### src/rtl/cdr_phase_tracker_pkg.sv
// rtl/cdr_phase_tracker_pkg.sv - shared constants and types for the CDR phase tracker
package cdr_pkg;

    localparam int CDR_PHASE_W = 9;

    typedef enum logic [1:0] {
        PD_NONE  = 2'd0,
        PD_EARLY = 2'd1,
        PD_LATE  = 2'd2
    } pd_vote_e;

    typedef enum logic {
        ACQUIRE = 1'b0,
        LOCKED  = 1'b1
    } lock_state_e;

endpackage

### src/rtl/cdr_phase_tracker_pd.sv
// rtl/cdr_phase_tracker_pd.sv - Alexander bang-bang phase detector, one vote per valid sample
import cdr_pkg::*;

module bang_bang_pd (
    input  logic     i_clk,
    input  logic     i_reset,
    input  logic     i_sample_valid,
    input  logic     i_data_sample,
    input  logic     i_edge_sample,
    output pd_vote_e o_vote
);

    logic r_d_prev;
    logic r_prev_valid;

    // Remember the previous data bit; the first sample after reset has no predecessor
    always_ff @(posedge i_clk or posedge i_reset) begin
        if (i_reset) begin
            r_d_prev     <= 1'b0;
            r_prev_valid <= 1'b0;
        end else if (i_sample_valid) begin
            r_d_prev     <= i_data_sample;
            r_prev_valid <= 1'b1;
        end
    end

    // Vote only on a data transition: edge matching the old bit means we sample early
    always_comb begin
        o_vote = PD_NONE;
        if (i_sample_valid && r_prev_valid && (r_d_prev != i_data_sample)) begin
            o_vote = (i_edge_sample == r_d_prev) ? PD_EARLY : PD_LATE;
        end
    end

endmodule

### src/rtl/cdr_phase_tracker.sv
// rtl/cdr_phase_tracker.sv - CDR loop: vote window, phase code, lock FSM; CDR_FREQ_TRACK_EN adds an integrator
import cdr_pkg::*;

module cdr_phase_tracker #(
    parameter int PHASE_W    = CDR_PHASE_W,
    parameter int STEP       = 1,
    parameter int VOTE_WIN   = 16,
    parameter int LOCK_CNT   = 32,
    parameter int UNLOCK_RUN = 4
`ifdef CDR_FREQ_TRACK_EN
    ,
    parameter int FREQ_W     = 12,
    parameter int FREQ_SHIFT = 4
`endif
) (
    input  logic               i_clk,
    input  logic               i_reset,
    input  logic               i_sample_valid,
    input  logic               i_data_sample,
    input  logic               i_edge_sample,
    output logic [PHASE_W-1:0] o_phase_shift,
    output logic               o_phase_update,
    output logic               o_locked
);

    localparam int CW = $clog2(VOTE_WIN);
    localparam int AW = CW + 2;
    localparam int QW = $clog2(LOCK_CNT + 1);
    localparam int RW = $clog2(UNLOCK_RUN + 1);

    localparam logic signed [AW-1:0] ACC_ONE  = 1;
    localparam logic signed [1:0]    DEC_UP   = 2'sb01;
    localparam logic signed [1:0]    DEC_DN   = 2'sb11;
    localparam logic signed [1:0]    DEC_HOLD = 2'sb00;

    pd_vote_e              w_vote;
    logic [CW-1:0]         r_win_cnt;
    logic signed [AW-1:0]  r_acc;
    logic signed [AW-1:0]  w_acc_next;
    logic                  w_close;
    logic signed [1:0]     w_dec;
    logic [PHASE_W-1:0]    r_phase;
    logic [PHASE_W-1:0]    w_step;
    logic                  r_update;
    lock_state_e           r_state;
    logic [QW-1:0]         r_quiet_cnt;
    logic [RW-1:0]         r_run_cnt;
    logic [RW-1:0]         w_run_next;
    logic signed [1:0]     r_last_dec;
    logic                  w_same;
    logic                  w_quiet;

    bang_bang_pd u_pd (
        .i_clk          (i_clk),
        .i_reset        (i_reset),
        .i_sample_valid (i_sample_valid),
        .i_data_sample  (i_data_sample),
        .i_edge_sample  (i_edge_sample),
        .o_vote         (w_vote)
    );

    // Fold this sample's vote in and decide the window on its last valid sample
    always_comb begin
        w_acc_next = r_acc;
        case (w_vote)
            PD_EARLY: w_acc_next = r_acc + ACC_ONE;
            PD_LATE:  w_acc_next = r_acc - ACC_ONE;
            default:  w_acc_next = r_acc;
        endcase
        w_close = i_sample_valid && (r_win_cnt == CW'(VOTE_WIN - 1));
        w_dec   = DEC_HOLD;
        if (w_close) begin
            if (w_acc_next[AW-1])
                w_dec = DEC_DN;
            else if (w_acc_next != '0)
                w_dec = DEC_UP;
        end
    end

    // Window counter wraps naturally (power-of-two window); accumulator restarts at close
    always_ff @(posedge i_clk or posedge i_reset) begin
        if (i_reset) begin
            r_win_cnt <= '0;
            r_acc     <= '0;
        end else if (i_sample_valid) begin
            r_win_cnt <= r_win_cnt + 1'b1;
            r_acc     <= w_close ? '0 : w_acc_next;
        end
    end

`ifdef CDR_FREQ_TRACK_EN
    localparam logic signed [FREQ_W-1:0] FREQ_MAX = {1'b0, {(FREQ_W-1){1'b1}}};
    localparam logic signed [FREQ_W-1:0] FREQ_MIN = {1'b1, {(FREQ_W-1){1'b0}}};

    logic signed [FREQ_W-1:0] r_freq_acc;
    logic [PHASE_W-1:0]       w_fterm;

    // Integrator shifted right arithmetically, then sign-extended or truncated to phase width
    always_comb begin
        w_fterm = '0;
        for (int i = 0; i < PHASE_W; i++) begin
            w_fterm[i] = r_freq_acc[(i + FREQ_SHIFT < FREQ_W) ? (i + FREQ_SHIFT) : (FREQ_W - 1)];
        end
    end

    // Saturating frequency integrator, stepped by each window decision
    always_ff @(posedge i_clk or posedge i_reset) begin
        if (i_reset) begin
            r_freq_acc <= '0;
        end else if (w_close) begin
            if ((w_dec == DEC_UP) && (r_freq_acc != FREQ_MAX))
                r_freq_acc <= r_freq_acc + 1'b1;
            else if ((w_dec == DEC_DN) && (r_freq_acc != FREQ_MIN))
                r_freq_acc <= r_freq_acc - 1'b1;
        end
    end
`endif

    // Phase step in modulo-2^PHASE_W arithmetic so negative steps wrap downward
    always_comb begin
        w_step = '0;
        if (w_dec == DEC_UP)
            w_step = PHASE_W'(STEP);
        else if (w_dec == DEC_DN)
            w_step = PHASE_W'(0) - PHASE_W'(STEP);
`ifdef CDR_FREQ_TRACK_EN
        w_step = w_step + w_fterm;
`endif
    end

    // Apply the step at window close; pulse only when the code actually moves
    always_ff @(posedge i_clk or posedge i_reset) begin
        if (i_reset) begin
            r_phase  <= '0;
            r_update <= 1'b0;
        end else begin
            r_update <= w_close && (w_step != '0);
            if (w_close)
                r_phase <= r_phase + w_step;
        end
    end

    // Run tracking: a repeat of the last nonzero direction lengthens the run, anything else is quiet
    always_comb begin
        w_same     = (w_dec != DEC_HOLD) && (w_dec == r_last_dec);
        w_quiet    = !w_same;
        w_run_next = r_run_cnt;
        if (w_dec != DEC_HOLD) begin
            if (!w_same)
                w_run_next = RW'(1);
            else if (r_run_cnt != RW'(UNLOCK_RUN))
                w_run_next = r_run_cnt + 1'b1;
        end
    end

    // Lock FSM: enough quiet windows lock, a long one-sided run unlocks
    always_ff @(posedge i_clk or posedge i_reset) begin
        if (i_reset) begin
            r_state     <= ACQUIRE;
            r_quiet_cnt <= '0;
            r_run_cnt   <= '0;
            r_last_dec  <= DEC_HOLD;
        end else if (w_close) begin
            r_run_cnt <= w_run_next;
            if (w_dec != DEC_HOLD)
                r_last_dec <= w_dec;
            case (r_state)
                ACQUIRE: begin
                    if (w_quiet) begin
                        r_quiet_cnt <= r_quiet_cnt + 1'b1;
                        if ((r_quiet_cnt + 1'b1) == QW'(LOCK_CNT))
                            r_state <= LOCKED;
                    end else begin
                        r_quiet_cnt <= '0;
                    end
                end
                LOCKED: begin
                    if (w_run_next == RW'(UNLOCK_RUN)) begin
                        r_state     <= ACQUIRE;
                        r_quiet_cnt <= '0;
                    end
                end
                default: r_state <= ACQUIRE;
            endcase
        end
    end

    assign o_phase_shift  = r_phase;
    assign o_phase_update = r_update;
    assign o_locked       = (r_state == LOCKED);

endmodule

### config.mk
export PLATFORM = sky130hd
export DESIGN_NAME = cdr_phase_tracker
export DESIGN_NICKNAME = d
export VERILOG_FILES = /design/src/rtl/cdr_phase_tracker_pkg.sv /design/src/rtl/cdr_phase_tracker_pd.sv /design/src/rtl/cdr_phase_tracker.sv
export SDC_FILE = /design/constraint.sdc
export NUM_CORES = 1
export LEC_CHECK = 0
export CAP_MARGIN = 20
export CORE_UTILIZATION = 60
export DETAILED_ROUTE_END_ITERATION = 7
export DONT_BUFFER_PORTS = 1
export GPL_TIMING_DRIVEN = 0
export HOLD_SLACK_MARGIN = 0.1
export MAX_ROUTING_LAYER = met4
export PLACE_DENSITY_LB_ADDON = 0.2
export SETUP_SLACK_MARGIN = 0.3
export SYNTH_ARGS = -nofsm -noshare
export SYNTH_HDL_FRONTEND = slang
export SYNTH_SLANG_ARGS = --single-unit
### constraint.sdc
create_clock -name i_clk -period 5.74 [get_ports i_clk]
set_input_delay 0.287 -clock i_clk [delete_from_list [all_inputs] [get_ports i_clk]]
set_output_delay 0.287 -clock i_clk [all_outputs]
set_load 0.1 [all_outputs]
==> run metrics, run 1 <==
status complete, no violations; CP most frequent cell o21ai_0; worst hold stages 1; first-pass GRT wire length 8349 um; Critical Path AT 5.10 ns; clk slew on worst S/H paths 0.07 ns; IO Pins 16; reg2reg start u_pd.r_d_prev; CP required 5.89 ns; Root Buffer clkbuf_8; Simple-Gate Fraction of Synth Area between 10% and 20%; worst path bufs/invs 3; Async SR Flop Fraction 100.0%; post-layout min period 4.945 ns; drt wl/cell ~15 um; Yosys cell types 63; R2R setup slack 0.80 ns; core area 3771 sq um; fmax 202.2 MHz; via count around 1800; die area 4284 sq um; Synth Register Bits 34; PortBufs 0; Routed Antenna Nets 0; Critical Path Source u_pd.r_d_prev; CP cell instances or3b_4, a21oi_4, buf_6, xor2_1, ha_1, a21oi_1, nand4b_1, mux2i_1, xnor2_2, o2111ai_2, o31ai_4, inv_1, ha_1, inv_1, fa_1, nor2b_1, o21ai_0, a21oi_1, o21ai_0, a21oi_1, o21ai_0, and3_2, o21ai_0, xnor2_1; worst hold path class in -> reg; Warnings, synthesis 0; Syn-to-layout area delta 8.545%; Syn Nets 281; Total Wirelength 4706 um; nets 291; initial antenna violation count 0; R2R depth 24; Vias/cell approximately 5.8; final setup fails 0; Avg Inst Size Synth between 9 and 10 sq um; Seq pwr share 45.7%; gr usage total 26.83%; sw frac 49.66%; post-route DRC violation count 0; Critical Path Fanout Max 10; Max-Cap Viols 0; clock network power share between 10 and 15%; critical path class reg -> reg; drt first-iter violations 74; routability cong. between 0.7 and 0.8; Setup Skew approximately 0.0072 ns; area of the mapped netlist 2416 sq um; internal power 0.6088 mW; power density over the cells 461.2 nW/um^2; P_leak between 1 and 1.5 nW; placed cell areas 2504 sq um; relative slew slack 34.34%; post-synthesis xor/xnor area fraction 5.748%; ys flop type dfrtp_1; most frequent cells in the layout dfrtp_1 (34), nand2_1 (31), o21ai_0 (19), nor2_1 (19); Post-synth EDFFs 0; commonest non-fill, non-tap cell in the layout dfrtp_1; crit path to o_phase_shift[8]; share of cells above drive strength 1 between 15 and 20%; Die W approximately 65 um; switching pwr 0.6006 mW; area share of fa/ha/maj cells after synthesis 8.597%; mux contribution to synthesized area 3.677%; largest family of logic cells by synthesized area compound AO/OA/AOI/OAI gates; worst slew pin tran 0.9850 ns; CP startpoint kind flip-flop; Seq/Total Area, Yosys 35.21%; Gate power share 40.1%; # H-tree levels 2; period utilisation layout 86.14%; setup TNS 0 ns; Post-Synthesis Cells 260; starting density of the core roughly 64%; row count 22; CP top delay family compound AO/OA/AOI/OAI gates; CTS buffer count 5; maximum vdd drop 0.3147 mV; Fin. Hold Viols 0; Ant. Diodes 0; Compound-Gate Fraction of Synth Area 21.60%; vias in the first global route about 1800; r2r endpoint o_phase_shift[8]; worst skew pair latency 0.30 ns; RSZ-0062 raised after global routing no; CP peak stage delay 0.41 ns; CTS tree built; gr ovfl total 0; endpoint class of the critical path flip-flop; clk sink count 34; pin count of the biggest net entering global routing 24; finished layout cell area 2623 sq um; CP max-delay cell or3b_4; detailed placer's ending HPWL roughly 3400 um; Bufs on Longest Clock Path 2; Vert. Die Dim 65.46 um; DRT Pass-1 Iters 4; Max Transition Viols Final 0; critical path depth in cells 24
routing by layer:
metal / global-route usage [%] / vias up / wire length [um]
li1: - / 950 / -
met1: 34.38 / 865 / 2299
met2: 41.49 / 22 / 2203
met3: 6.250 / 8 / 126
met4: 9.783 / 0 / 76
met5: - / - / 0
worst reg2reg max path, delay by kind of cell, from the launching register on:
family / cells / cell delay (ns)
XOR/XNOR: 3 / 0.50
buffers and inverters: 3 / 0.33
AO/OA/AOI/OAI: 10 / 1.95
multiplexers: 1 / 0.22
AND/OR/NAND/NOR: 4 / 0.84
adder cells (fa/ha/maj): 3 / 0.59
flip-flops: 1 / 0.38
cell usage after synthesis (3+ instances only):
cell	n	area, sq um
dfrtp_1	34	850.8
nand2_1	31	116.4
nor2_1	19	71.32
o21ai_0	19	95.09
a21oi_1	17	85.08
inv_1	17	63.81
ha_1	15	187.7
xnor2_1	8	70.07
nand3_1	6	30.03
xor2_1	6	52.55
and3_1	5	31.28
a21o_1	4	30.03
and3_2	4	30.03
clkbuf_1	4	15.01
mux2i_1	4	40.04
mux2_2	3	33.78
o31ai_1	3	22.52
cell type report:
| type | count | area [sq um] |
|---|---|---|
| buffer | 8 | 55.05 |
| clock buffer | 5 | 68.82 |
| clock inverter | 2 | 10.01 |
| fill | 308 | 1149 |
| inverter | 19 | 71.32 |
| multi-input combinational | 199 | 1461 |
| sequential | 34 | 850.8 |
| tap | 48 | 60.06 |
| timing repair buffer | 3 | 45.04 |
how the worst min path moves through the flow:
| stage | start | end | slack [ns] |
|---|---|---|---|
| 5_1_grt | i_data_sample | u_pd.r_d_prev | 0.14 |
| 6_report | i_data_sample | u_pd.r_d_prev | 0.14 |
| 4_1_cts | i_data_sample | u_pd.r_d_prev | 0.14 |
| 3_5_place_dp | i_reset | r_win_cnt[3] | 0.24 |
| 3_3_place_gp | i_data_sample | u_pd.r_d_prev | 0.44 |
| 2_1_floorplan | i_reset | o_locked | 0.43 |
stage by stage:
| step | power [mW] | hold slack, ns | utilization, % | setup WS (ns) | instances |
|---|---|---|---|---|---|
| 3_3_place_gp | 0.9922 | 0.4411 | 65.66 | 0.6991 | 308 |
| 4_1_cts | 1.193 | 0.1381 | 68.75 | 0.6152 | 317 |
| 3_5_place_dp | 1.019 | 0.2410 | 66.39 | 0.6585 | 309 |
| 2_1_floorplan | 0.9187 | 0.4286 | - | 1.193 | 260 |
| 6_report | 1.209 | 0.1426 | 69.54 | 0.7955 | 318 |
| 5_1_grt | 1.299 | 0.1366 | 69.54 | 0.3340 | 318 |
cell families (layout without fill, tap and decap cells):
kind of cell	after synthesis	count (layout)
simple gates	92	92
compound gates	68	68
flops	34	34
buf+inv	27	37
fa+ha+maj	16	16
xor+xnor	15	15
mux	8	8
registers in the layout, summed over array words and instances (netlist names):
register	flops
o_locked	1
o_phase_shift	9
o_phase_update	1
u_pd.r_d_prev	1
r_acc	6
r_last_dec	2
u_pd.r_prev_valid	1
r_run_cnt	3
r_win_cnt	4
r_quiet_cnt	6
power by group through the flow:
stage / Clock, mW / Sequential [mW] / Combinational, mW
finish: 0.171 / 0.553 / 0.485
detailed placement: 0 / 0.554 / 0.465
CTS: 0.174 / 0.550 / 0.469
floorplan: 0 / 0.532 / 0.387
global placement: 0 / 0.549 / 0.443
global route: 0.183 / 0.566 / 0.550
what timing repair did:
| item | CTS | global route |
|---|---|---|
| endpoints found under the hold margin | 11 | 0 |
| setup endpoints to repair | 0 | 1 |
| gates resized for setup | 0 | 3 |
| buffers inserted | 0 | 1 |
| hold buffers | 1 | 0 |
No activity file was read; power rests on OpenSTA's default activity.
==> inputs of run 2 (changes only) <==
--- a/config.mk
+++ b/config.mk
@@ -6,13 +6,13 @@
 export NUM_CORES = 1
 export LEC_CHECK = 0
 export CAP_MARGIN = 20
-export CORE_UTILIZATION = 60
+export CORE_UTILIZATION = 50
 export DETAILED_ROUTE_END_ITERATION = 7
 export DONT_BUFFER_PORTS = 1
 export GPL_TIMING_DRIVEN = 0
 export HOLD_SLACK_MARGIN = 0.1
 export MAX_ROUTING_LAYER = met4
-export PLACE_DENSITY_LB_ADDON = 0.2
+export PLACE_DENSITY_LB_ADDON = 0.05
 export SETUP_SLACK_MARGIN = 0.3
 export SYNTH_ARGS = -nofsm -noshare
 export SYNTH_HDL_FRONTEND = slang
==> constraint.sdc (replaced) <==
create_clock -name i_clk -period 5.74 [get_ports i_clk]
set_input_delay 0.287 -clock i_clk [delete_from_list [all_inputs] [get_ports i_clk]]
set_output_delay 0.287 -clock i_clk [all_outputs]
set_load 0.05 [all_outputs]
==> run metrics, run 2 (synthesis gave the netlist of run 1 again) <==
P_leak 1.132 nW; clk sink count 34; fmax 196.7 MHz; Fin. Hold Viols 0; Ant. Diodes 0; CP peak stage delay about 0.42 ns; gr usage total 22.36%; commonest non-fill, non-tap cell in the layout dfrtp_1; Hold Path End u_pd.r_d_prev; IO Pins 16; period utilisation layout ~89%; worst hold stages 1; drt wl/cell 15.13 um; core area 4504 sq um; fin util between 50% and 60%; Hold Startpoint i_data_sample; Max-Cap Viols 0; pin count of the biggest net entering global routing 19; status complete, no violations; final setup fails 0; clk slew on worst S/H paths 0.07 ns; initial antenna violation count 0; r2r endpoint o_phase_shift[8]; R2R setup slack roughly 0.66 ns; Critical Path AT 5.23 ns; most frequent cells in the layout dfrtp_1 (34), nand2_1 (31), o21ai_0 (19), nor2_1 (19), inv_1 (17); via count 1843; CP cell instances or3b_4, a21oi_4, buf_6, ha_1, and2_2, a21oi_1, mux2i_1, xnor2_1, a31oi_2, o31ai_4, inv_1, ha_1, inv_1, fa_1, nor2b_1, o21ai_0, a21oi_1, o21ai_0, a21oi_1, o21ai_0, and3_2, o21ai_0, xnor2_1; row count 24; Final Instance Count excl. Fillers 321; vias in the first global route 1835; die area between 5000 and 6000 sq um; CP required roughly 6 ns; starting density of the core a little over half; Die W 71.52 um; setup TNS 0 ns; Syn-to-layout area delta 7.923%; PortBufs 0; RSZ-0062 raised after global routing no; critical path class reg -> reg; power density over the cells 425.4 nW/um^2; nets 290; relative slew slack 48.29%; Critical Path Fanout Max 10; Vias/cell 5.741; CTS tree built; endpoint class of the critical path flip-flop; first-pass GRT wire length ~8600 um; Total Wirelength around 4900 um; share of cells above drive strength 1 ~16%; Max Transition Viols Final 0; Vert. Die Dim 71.52 um; post-route DRC violation count 0; drt first-iter violations 92; CP max-delay cell or3b_4; maximum vdd drop 0.2024 mV; Setup Skew 0.007263 ns; reg2reg start u_pd.r_d_prev; Largest register FFs 9; DRT Pass-1 Iters 4; dpl cells 313; CP most frequent cell o21ai_0; R2R depth 23; Bufs on Longest Clock Path 2; Root Buffer clkbuf_8; post-CTS setup buffer count 0; worst skew pair latency around 0.28 ns; Routed Antenna Nets 0; # H-tree levels 2; CTS buffer count 5; worst hold path class in -> reg; fill cell count 407; CP startpoint kind flip-flop; post-layout min period roughly 5 ns; routability cong. just over 0.8; worst slew pin tran 0.7748 ns; detailed placer's ending HPWL 3557 um; gr ovfl total 0
run 2: changes by cell type in the layout (fill, tap and decap cells not counted):
| cell | delta |
|---|---|
| a21oi_1 | -1 |
| a21oi_2 | +1 |
| a31oi_2 | +1 |
| a31oi_4 | -1 |
| buf_4 | -1 |
| xnor2_1 | +1 |
| xnor2_2 | -1 |
run 2: layer usage:
layer	vias up	global-route usage, %	part of all wire (%)
met4	0	6.536	1.2
met3	5	3.797	2.6
met5	-	-	0
li1	940	-	-
met2	24	35.98	48
met1	874	29.25	48
run 2: how the worst max path moves through the flow:
stage,from,to,slack (ns),cells after the start
after floorplan,u_pd.r_d_prev,o_phase_shift[8],1.21,23
after CTS,u_pd.r_d_prev,o_phase_shift[8],0.63,23
after global routing,u_pd.r_d_prev,o_phase_shift[8],0.26,23
final,u_pd.r_d_prev,o_phase_shift[8],0.66,23
after global placement,u_pd.r_d_prev,o_phase_shift[8],0.63,23
after detailed placement,u_pd.r_d_prev,o_phase_shift[8],0.68,23
run 2: where the power goes:
group | switching, mW | internal (mW)
clock | 0.0816 | 0.0813
sequential | 0.155 | 0.317
combinational | 0.268 | 0.207
run 2: worst max-delay path: cells and delay by family (launching register included):
family	cells	cell delay, ns
buffers and inverters	3	0.34
adder cells (fa/ha/maj)	3	0.87
XOR/XNOR	2	0.28
multiplexers	1	0.15
AO/OA/AOI/OAI	10	1.92
flip-flops	1	0.38
AND/OR/NAND/NOR	4	1.02
run 2: final cells by class:
cell class                 count  area (sq um)  share of cell area [%]
buffer                         8         55.05                   2.111
timing repair buffer           2         37.54                   1.440
clock inverter                 2         10.01                  0.3839
clock buffer                   5         68.82                   2.639
inverter                      19         71.32                   2.735
sequential                    34         850.8                   32.63
multi-input combinational    199          1449                   55.57
tap                           52         65.06                   2.495
run 2: metrics by stage:
step | hold slack, ns | setup slack (ns) | power, mW | area (sq um)
floorplan | 0.4286 | 1.213 | 0.8402 | 2416
global placement | 0.4461 | 0.6278 | 0.9230 | 2481
detailed placement | 0.3467 | 0.6779 | 0.9403 | 2509
CTS | 0.1541 | 0.6326 | 1.112 | 2597
global route | 0.1520 | 0.2595 | 1.206 | 2608
finish | 0.1610 | 0.6568 | 1.109 | 2608
run 2: repair_timing:
action	4_1_cts	5_1_grt
gates resized for setup	0	2
hold buffers	1	0
endpoints found under the hold margin	16	0
endpoints found under the setup margin	0	1
==> inputs of run 3 (changes only) <==
==> constraint.sdc (replaced) <==
create_clock -name i_clk -period 5.74 [get_ports i_clk]
set_input_delay 0.287 -clock i_clk [delete_from_list [all_inputs] [get_ports i_clk]]
set_output_delay 0.287 -clock i_clk [all_outputs]
set_load 0.005 [all_outputs]
==> run metrics, run 3 (synthesis gave the netlist of run 1 again) <==
CP startpoint kind flip-flop; P_leak 1.132 nW; Seq pwr share approximately 39%; post-route DRC violation count 0; critical path class reg -> reg; fmax slightly below 200 MHz; worst slew pin tran 0.7745 ns; vias in the first global route 1835; sw frac approximately two fifths; final setup fails 0; die area 5114 sq um; Bufs on Longest Clock Path 2; dpl cells 313; clk slew on worst S/H paths 0.07 ns; Overall Power 1.037 mW; commonest non-fill, non-tap cell in the layout dfrtp_1; Setup Skew 0.007262 ns; RSZ-0062 raised after global routing no; Gate power share 45.6%; fin util ~58%; relative slew slack 48.31%; power density over the cells approximately 400 nW/um^2; clk sink count 34; Vert. Die Dim 71.52 um; switching pwr 0.4308 mW; CP required between 5 and 6 ns; Syn-to-layout area delta 7.768%; nets slightly below 300; core area about 4500 sq um; starting density of the core 53.64%; Max-Cap Viols 0; Critical Path Fanout Max 10; worst hold path class in -> reg; Largest register FFs 9; period utilisation layout 88.15%; DR WL met2 2316 um; Root Buffer clkbuf_8; via count 1850; detailed placer's ending HPWL 3557 um; CTS tree built; post-layout min period 5.060 ns; first-pass GRT wire length 8597 um; DR top layer met4; maximum vdd drop between 0.15 and 0.2 mV; post-CTS setup buffer count 0; Critical Path AT 5.26 ns; pin count of the biggest net entering global routing 19; CTS buffer count 5; DRT Pass-1 Iters 4; routability cong. 0.8233; IO Pins 16; gr ovfl total 0; R2R setup slack 0.68 ns; most frequent cells in the layout dfrtp_1 (34), nand2_1 (31), o21ai_0 (19), nor2_1 (19); worst skew pair latency 0.28 ns; met1 WL roughly 2400 um; PortBufs 0; Die W 71.52 um; # H-tree levels 2; Ant. Diodes 0; setup TNS 0 ns; Total Wirelength 4870 um; row count 24; initial antenna violation count 0; drt wl/cell 15.17 um; drt first-iter violations a little under 90; internal power 0.6059 mW; met3 wire len 129 um; clock network power share 15.7%; Max Transition Viols Final 0; Vias/cell 5.763; gr usage total 22.36%; Routed Antenna Nets 0; endpoint class of the critical path flip-flop; status complete, no violations; share of cells above drive strength 1 between 15 and 20%; Final Instance Count excl. Fillers 321; Fin. Hold Viols 0
==> run 3: cell counts in the layout (fill, tap and decap cells not counted) <==
Identical to the previous run, type by type.
==> run 3: power groups by stage <==
stage	logic (mW)	clock network, mW	registers (mW)
finish	0.473	0.163	0.401
global route	0.542	0.180	0.413
CTS	0.469	0.172	0.401
detailed placement	0.465	0	0.404
global placement	0.452	0	0.400
floorplan	0.386	0	0.383
==> run 3: final cells by class <==
| cell class | instances | area (sq um) |
|---|---|---|
| clock buffers | 5 | 68.82 |
| multi-input cells | 199 | 1445 |
| repair buffers | 2 | 37.54 |
| inverters | 19 | 71.32 |
| clock inverters | 2 | 10.01 |
| flip-flops and latches | 34 | 850.8 |
| fillers | 408 | 1901 |
| plain buffers | 8 | 55.05 |
| well taps | 52 | 65.06 |
==> run 3: final timing paths <==
| check | start | to | cells past startpoint |
|---|---|---|---|
| worst max-delay path | u_pd.r_d_prev | o_phase_shift[8] | 23 |
| worst min-delay path | i_data_sample | u_pd.r_d_prev | 1 |
| worst max register to register | u_pd.r_d_prev | o_phase_shift[8] | 23 |
| worst min register to register | u_pd.r_prev_valid | u_pd.r_prev_valid | 1 |
| max in group asynchronous | i_reset | o_phase_shift[7] | 3 |
| min in group asynchronous | i_reset | r_quiet_cnt[3] | 2 |
==> run 3: per-layer routing <==
| metal | vias to the layer above | GRT usage (%) |
|---|---|---|
| met4 | 0 | 6.536 |
| li1 | 940 | - |
| met3 | 5 | 3.797 |
| met2 | 26 | 35.98 |
| met1 | 879 | 29.25 |
| met5 | - | - |
==> run 3: what timing repair did <==
action	in CTS	in global routing
hold endpoints to repair	16	0
gates resized for setup	0	1
endpoints found under the setup margin	0	1
hold buffers	1	0
==> run 3: critical path, stage by stage, from the launching register on <==
cell,delay (ns)
dfrtp_1,0.38
or3b_4,0.42
a21oi_4,0.26
buf_6,0.18
ha_1,0.31
and2_2,0.26
a21oi_1,0.18
mux2i_1,0.15
xnor2_1,0.20
a31oi_2,0.40
o31ai_4,0.12
inv_1,0.09
ha_1,0.16
inv_1,0.05
fa_1,0.40
nor2b_1,0.12
o21ai_0,0.10
a21oi_1,0.19
o21ai_0,0.12
a21oi_1,0.22
o21ai_0,0.13
and3_2,0.22
o21ai_0,0.18
xnor2_1,0.14
==> run 3: through the flow <==
step	hold WS (ns)	setup WS (ns)	area [sq um]
4_1_cts	0.1541	0.6366	2597
2_1_floorplan	0.4286	1.222	2416
3_3_place_gp	0.4461	0.6354	2481
3_5_place_dp	0.3467	0.6867	2509
6_report	0.1610	0.6800	2604
5_1_grt	0.1520	0.2907	2604
